--- config.mk ---
export PLATFORM = sky130hd
export DESIGN_NAME = rotate_tile_sched
export DESIGN_NICKNAME = d
export VERILOG_FILES = /design/src/rtl/rotate_tile_sched.sv
export SDC_FILE = /design/constraint.sdc
export NUM_CORES = 2
export LEC_CHECK = 0
export ABC_AREA = 1
export BUFFER_PORTS_ARGS = -buffer_cell sky130_fd_sc_hd__buf_4
export CORE_MARGIN = 5
export CORE_UTILIZATION = 65
export DETAILED_ROUTE_END_ITERATION = 8
export GPL_TIMING_DRIVEN = 0
export PLACE_DENSITY = 0.9
export SLEW_MARGIN = 5
export SYNTH_ARGS = -nofsm -noshare
export SYNTH_HDL_FRONTEND = slang
export SYNTH_SLANG_ARGS = --single-unit
--- constraint.sdc ---
create_clock -name I_TS_HCLK -period 16.6 [get_ports I_TS_HCLK]
set_input_delay 0.83 -clock I_TS_HCLK [delete_from_list [all_inputs] [get_ports I_TS_HCLK]]
set_output_delay 0.83 -clock I_TS_HCLK [all_outputs]
set_load 0.05 [all_outputs]
--- src/rtl/rotate_tile_sched.sv ---
// rtl/rotate_tile_sched.sv - 8x8 tile read/core/write scheduler for the rotate engine
// Optional cycle counter port O_TS_CYCLES when ROTATE_TILE_SCHED_PERF_EN is defined.
module rotate_tile_sched #(
    parameter int TILE_BYTES = 192,
    parameter int ADDR_W     = 32
) (
    input  logic              I_TS_HCLK,
    input  logic              I_TS_HRESET_N,
    input  logic              I_TS_RESET,
    input  logic              I_TS_START,
    input  logic [15:0]       I_TS_WIDTH,
    input  logic [15:0]       I_TS_HEIGHT,
    input  logic [1:0]        I_TS_DEGREES,
    input  logic              I_TS_DIRECTION,
    input  logic [ADDR_W-1:0] I_TS_SRC_BASE,
    input  logic [ADDR_W-1:0] I_TS_DST_BASE,
    output logic              O_TS_RD_REQ,
    output logic [ADDR_W-1:0] O_TS_RD_ADDR,
    input  logic              I_TS_RD_ACK,
    input  logic              I_TS_RD_DONE,
    output logic              O_TS_CORE_START,
    input  logic              I_TS_CORE_DONE,
    output logic              O_TS_WR_REQ,
    output logic [ADDR_W-1:0] O_TS_WR_ADDR,
    input  logic              I_TS_WR_ACK,
    input  logic              I_TS_WR_DONE,
    output logic              O_TS_BUSY,
    output logic              O_TS_DONE
`ifdef ROTATE_TILE_SCHED_PERF_EN
    ,
    output logic [31:0]       O_TS_CYCLES
`endif
);

    typedef enum logic [3:0] {
        S_IDLE,
        S_CALC,
        S_RD_REQ,
        S_RD_WAIT,
        S_CORE,
        S_WR_REQ,
        S_WR_WAIT,
        S_NEXT,
        S_FIN
    } state_t;

    state_t            state_q, state_d;
    logic [13:0]       tiles_x_q, tiles_x_d, tiles_y_q, tiles_y_d;
    logic [13:0]       tx_q, tx_d, ty_q, ty_d;
    logic [1:0]        rot_q, rot_d;
    logic [ADDR_W-1:0] src_base_q, src_base_d, dst_base_q, dst_base_d;
    logic [ADDR_W-1:0] rd_addr_q, rd_addr_d, wr_addr_q, wr_addr_d;
    logic              core_start_q, core_start_d;
    logic              zdone_q, zdone_d;
    logic              load_cfg;
    logic [13:0]       dx, dy, dw;
    logic [27:0]       src_idx, dst_idx;
    logic              last_x, last_y;

    // Destination tile position for the effective clockwise angle held in rot_q
    always_comb begin
        dx = tx_q;
        dy = ty_q;
        dw = tiles_x_q;
        case (rot_q)
            2'd1: begin dx = tiles_y_q - 14'd1 - ty_q; dy = tx_q; dw = tiles_y_q; end
            2'd2: begin dx = tiles_x_q - 14'd1 - tx_q; dy = tiles_y_q - 14'd1 - ty_q; end
            2'd3: begin dx = ty_q; dy = tiles_x_q - 14'd1 - tx_q; dw = tiles_y_q; end
            default: ;
        endcase
    end

    assign src_idx = 28'(ty_q) * 28'(tiles_x_q) + 28'(tx_q);
    assign dst_idx = 28'(dy) * 28'(dw) + 28'(dx);
    assign last_x  = (tx_q == tiles_x_q - 14'd1);
    assign last_y  = (ty_q == tiles_y_q - 14'd1);

    always_comb begin
        state_d      = state_q;
        tiles_x_d    = tiles_x_q;
        tiles_y_d    = tiles_y_q;
        tx_d         = tx_q;
        ty_d         = ty_q;
        rot_d        = rot_q;
        src_base_d   = src_base_q;
        dst_base_d   = dst_base_q;
        rd_addr_d    = rd_addr_q;
        wr_addr_d    = wr_addr_q;
        core_start_d = 1'b0;
        zdone_d      = 1'b0;
        load_cfg     = 1'b0;
        case (state_q)
            S_IDLE: begin
                if (I_TS_START) begin
                    load_cfg   = 1'b1;
                    tiles_x_d  = 14'((17'(I_TS_WIDTH) + 17'd7) >> 3);
                    tiles_y_d  = 14'((17'(I_TS_HEIGHT) + 17'd7) >> 3);
                    tx_d       = '0;
                    ty_d       = '0;
                    // Counter-clockwise folds onto clockwise by swapping 90 and 270
                    rot_d      = {I_TS_DEGREES[1] ^ (I_TS_DIRECTION & I_TS_DEGREES[0]),
                                  I_TS_DEGREES[0]};
                    src_base_d = I_TS_SRC_BASE;
                    dst_base_d = I_TS_DST_BASE;
                    if (I_TS_WIDTH == 16'd0 || I_TS_HEIGHT == 16'd0) begin
                        zdone_d = 1'b1;
                    end else begin
                        state_d = S_CALC;
                    end
                end
            end
            S_CALC: begin
                rd_addr_d = src_base_q + ADDR_W'(src_idx) * ADDR_W'(TILE_BYTES);
                wr_addr_d = dst_base_q + ADDR_W'(dst_idx) * ADDR_W'(TILE_BYTES);
                state_d   = S_RD_REQ;
            end
            S_RD_REQ: if (I_TS_RD_ACK) state_d = S_RD_WAIT;
            S_RD_WAIT: begin
                if (I_TS_RD_DONE) begin
                    state_d      = S_CORE;
                    core_start_d = 1'b1;
                end
            end
            S_CORE:    if (I_TS_CORE_DONE) state_d = S_WR_REQ;
            S_WR_REQ:  if (I_TS_WR_ACK) state_d = S_WR_WAIT;
            S_WR_WAIT: if (I_TS_WR_DONE) state_d = S_NEXT;
            S_NEXT: begin
                if (last_x && last_y) begin
                    state_d = S_FIN;
                end else begin
                    state_d = S_CALC;
                    if (last_x) begin
                        tx_d = '0;
                        ty_d = ty_q + 14'd1;
                    end else begin
                        tx_d = tx_q + 14'd1;
                    end
                end
            end
            S_FIN:   state_d = S_IDLE;
            default: state_d = S_IDLE;
        endcase
    end

    always_ff @(posedge I_TS_HCLK or negedge I_TS_HRESET_N) begin
        if (!I_TS_HRESET_N) begin
            state_q      <= S_IDLE;
            tiles_x_q    <= '0;
            tiles_y_q    <= '0;
            tx_q         <= '0;
            ty_q         <= '0;
            rot_q        <= '0;
            src_base_q   <= '0;
            dst_base_q   <= '0;
            rd_addr_q    <= '0;
            wr_addr_q    <= '0;
            core_start_q <= 1'b0;
            zdone_q      <= 1'b0;
        end else if (I_TS_RESET) begin
            state_q      <= S_IDLE;
            tiles_x_q    <= '0;
            tiles_y_q    <= '0;
            tx_q         <= '0;
            ty_q         <= '0;
            rot_q        <= '0;
            src_base_q   <= '0;
            dst_base_q   <= '0;
            rd_addr_q    <= '0;
            wr_addr_q    <= '0;
            core_start_q <= 1'b0;
            zdone_q      <= 1'b0;
        end else begin
            state_q      <= state_d;
            tiles_x_q    <= tiles_x_d;
            tiles_y_q    <= tiles_y_d;
            tx_q         <= tx_d;
            ty_q         <= ty_d;
            rot_q        <= rot_d;
            src_base_q   <= src_base_d;
            dst_base_q   <= dst_base_d;
            rd_addr_q    <= rd_addr_d;
            wr_addr_q    <= wr_addr_d;
            core_start_q <= core_start_d;
            zdone_q      <= zdone_d;
        end
    end

    assign O_TS_RD_REQ     = (state_q == S_RD_REQ);
    assign O_TS_WR_REQ     = (state_q == S_WR_REQ);
    assign O_TS_RD_ADDR    = rd_addr_q;
    assign O_TS_WR_ADDR    = wr_addr_q;
    assign O_TS_CORE_START = core_start_q;
    assign O_TS_BUSY       = (state_q != S_IDLE) && (state_q != S_FIN);
    assign O_TS_DONE       = (state_q == S_FIN) || zdone_q;

`ifdef ROTATE_TILE_SCHED_PERF_EN
    logic [31:0] cycles_q, cycles_d;

    always_comb begin
        cycles_d = cycles_q;
        if (load_cfg) begin
            cycles_d = '0;
        end else if (O_TS_BUSY && cycles_q != 32'hFFFF_FFFF) begin
            cycles_d = cycles_q + 32'd1;
        end
    end

    always_ff @(posedge I_TS_HCLK or negedge I_TS_HRESET_N) begin
        if (!I_TS_HRESET_N) begin
            cycles_q <= '0;
        end else if (I_TS_RESET) begin
            cycles_q <= '0;
        end else begin
            cycles_q <= cycles_d;
        end
    end

    assign O_TS_CYCLES = cycles_q;
`endif

endmodule

==> impl_metrics.ini <==
[outcome]
status = finished, final reports clean

[global_route]
grtUsageTotal_pct = 36.78
grt_max_degree = 104
grt_antenna_before_repair = 1
grt_pass1_wl_mm = 141.1
gr-total-overflow = 0
grt_pass1_vias = 27220

[sta]
final_hold_viol_count = 0
clock.fmax_mhz = 81.10
maxSlewViolCount = 0
rsz0062_at_grt = no
max-slew-margin-rel_pct = 4.478
min_period_over_period_pct = 74.28
finalSetupTns_ns = 0
finalSetupViolCount = 0
finClkSkew_ns = 0.01398
worstMarginPinSlew_ns = 1.420
period_needed_ns = 12.33

[detailed_routing]
routed.top_layer = met5
ant_nets = 0
wl_met2_mm = 38.47
drt_iter0_drc = 2916
route.detailed.drc = 0
wl_per_cell_um = 19.18
dr_wl_met3_mm = 11.87
drtPass1Iterations = 9
num_vias = 27150
totalWireLength_mm = 88.26
via_per_inst = 5.899
drt-met1-wl_mm = 33.73

[synth]
syn_avg_cell_area_um2 = 7.573
yosysWarnings = 0
yosys_register_bits = 192
netlist_instances = 3802
syn_nets = 4514
synth_ff_type = dfrtp_1
synth_edf_count = 0
synth.distinct_cells = 70
seq_area_frac_synth_pct = 16.69
syn_area_um2 = 28790
ys_async_sr_fraction_pct = 100.0

[die]
die-area_um2 = 48600
num_io_pins = 177
rows = 77
die_h_um = 220.5
dieWidth_um = 220.5
start_util_pct = 65.39
core_um2 = 44030

[clocking]
clkSlewWorstSetupHoldPaths_ns = 0.08
clock_sinks = 192
insertion_delay_ns = 0.46
htreeDepth = 4
cts_root_buffer = clkbuf_16
clockBufferDepth = 2
cts.repair.resized = 0
cts_tree = built
holdBufCountCts = 0
post_cts_buffers = 0
numCtsBuffers = 17

[hold_path]
hold_class = primary input to async pin

[worst_setup_path]
cpPeakStageDelay_ns = 0.95
crit_path_end_kind = flop
critical-path-slowest-cell = nor4_1
cp_max_fo = 10
required_ns = 16.94
critPathTopFamily = simple AND/OR/NAND/NOR gates
worst-path-buf-inv = 5
cp-start-kind = flop
arrival_ns = 12.67
crit_type = flop to flop

[finish]
layout-drive-gt1-share_pct = 8.628
layout.nets = 4709
n_antenna_cell = 0
syn_to_final_growth_pct = 9.413

[placement]
detailed_place_hpwl_mm = 72.68
io_buffer_count = 175
place.gp.congestion = 1.041

[run]
drv_cap = 0
stage by stage:
| stage | area [um2] | std cells | setup WS (ns) | utilization (%) | hold WS (ns) |
|---|---|---|---|---|---|
| 4_1_cts | 31500 | 4602 | 4.485 | 71.55 | 0.4365 |
| 2_1_floorplan | 28790 | 3802 | 6.584 | - | 0.4594 |
| 5_1_grt | 31500 | 4602 | 3.469 | 71.55 | 0.4773 |
| 6_report | 31500 | 4602 | 4.270 | 71.55 | 0.3964 |
| 3_5_place_dp | 30880 | 4570 | 4.565 | 70.14 | 0.4708 |
| 3_3_place_gp | 30850 | 4569 | 4.730 | 70.06 | 0.4668 |
worst reg2reg max path: cells and delay by family (launching register included):
kind                       cells  cell delay (ns)
AOI/OAI and AO/OA              4             0.76
xor gates and xnor gates       3             0.66
adders and majority gates     10             4.46
buffers and inverters          5             0.32
DFF                            1             0.46
and+or+nand+nor               31             5.51
placed cells by master, fill, tap and decap left out, drive strengths merged, types with 112 or more instances in the layout:
cell,n
nand2,946
inv,693
fa,314
ha,290
nor2,256
o21ai,254
buf,205
a21oi,204
dfrtp,192
nand3,134
clkbuf,112
layout make-up:
cell class | count | area [um2]
Multi-Input combinational cell | 2786 | 20820
Fill cell | 3366 | 12530
Sequential cell | 192 | 4805
Inverter | 702 | 2639
Timing Repair Buffer | 176 | 1349
Tap cell | 592 | 740.7
Buffer | 122 | 530.5
Clock buffer | 19 | 452.9
Clock inverter | 13 | 167.7
metal layers:
layer	GRT usage [%]	vias to the layer above
li1	-	12380
met1	48.69	12780
met2	56.32	1680
met3	12.27	308
met4	14.52	2
met5	0	-
kinds of logic (layout without fill, tap and decap cells):
logic type,after synthesis,count (layout),share of synthesized area (%)
and+or+nand+nor,1428,1428,21.03
buffers and inverters,824,1032,11.01
adders and majority gates,604,604,34.44
AOI/OAI and AO/OA,599,599,11.96
DFF,192,192,16.69
xor gates and xnor gates,155,155,4.872
Yosys cell counts, types with 15 or more instances:
master,count,area share (%)
a21oi_1,192,3.3
xnor2_1,48,1.5
dfrtp_1,192,17
nand4_1,17,0.37
o21ai_0,212,3.7
o32ai_1,16,0.49
o31ai_1,15,0.39
xor2_1,104,3.2
clkbuf_1,92,1.2
nor4_1,17,0.37
ha_1,290,13
inv_1,670,8.7
nand2_1,921,12
fa_1,314,22
inv_2,18,0.23
o22ai_1,15,0.33
nor2_1,233,3.0
o21ai_1,38,0.66
nand2_2,20,0.43
a31oi_1,15,0.33
nor3_1,36,0.63
nand3_1,125,2.2
final timing paths:
check                           depth (start not counted)        startpoint               end  slack (ns)
worst max-delay path                                   53      tiles_y_q[2]  O_TS_WR_ADDR[31]        4.27
worst min-delay path                                    1     I_TS_HRESET_N   O_TS_WR_ADDR[0]        0.40
worst max register to register                         53      tiles_y_q[2]  O_TS_WR_ADDR[31]        4.27
worst min register to register                          2  O_TS_RD_ADDR[30]  O_TS_RD_ADDR[30]        0.49
max in group asynchronous                               2     I_TS_HRESET_N     tiles_x_q[13]       15.21
min in group I_TS_HCLK                                  2  O_TS_RD_ADDR[30]  O_TS_RD_ADDR[30]        0.49
flip-flops by register name, summed over array words and instances (netlist names):
name	flops
O_TS_CORE_START	1
O_TS_RD_ADDR	32
O_TS_WR_ADDR	32
dst_base_q	32
rot_q	2
src_base_q	32
state_q	4
tiles_x_q	14
tiles_y_q	14
tx_q	14
ty_q	14
zdone_q	1
Power is left out: the tool's default activity adds up to more than one toggle a clock period on the data nets, which glitch-free logic cannot reach.
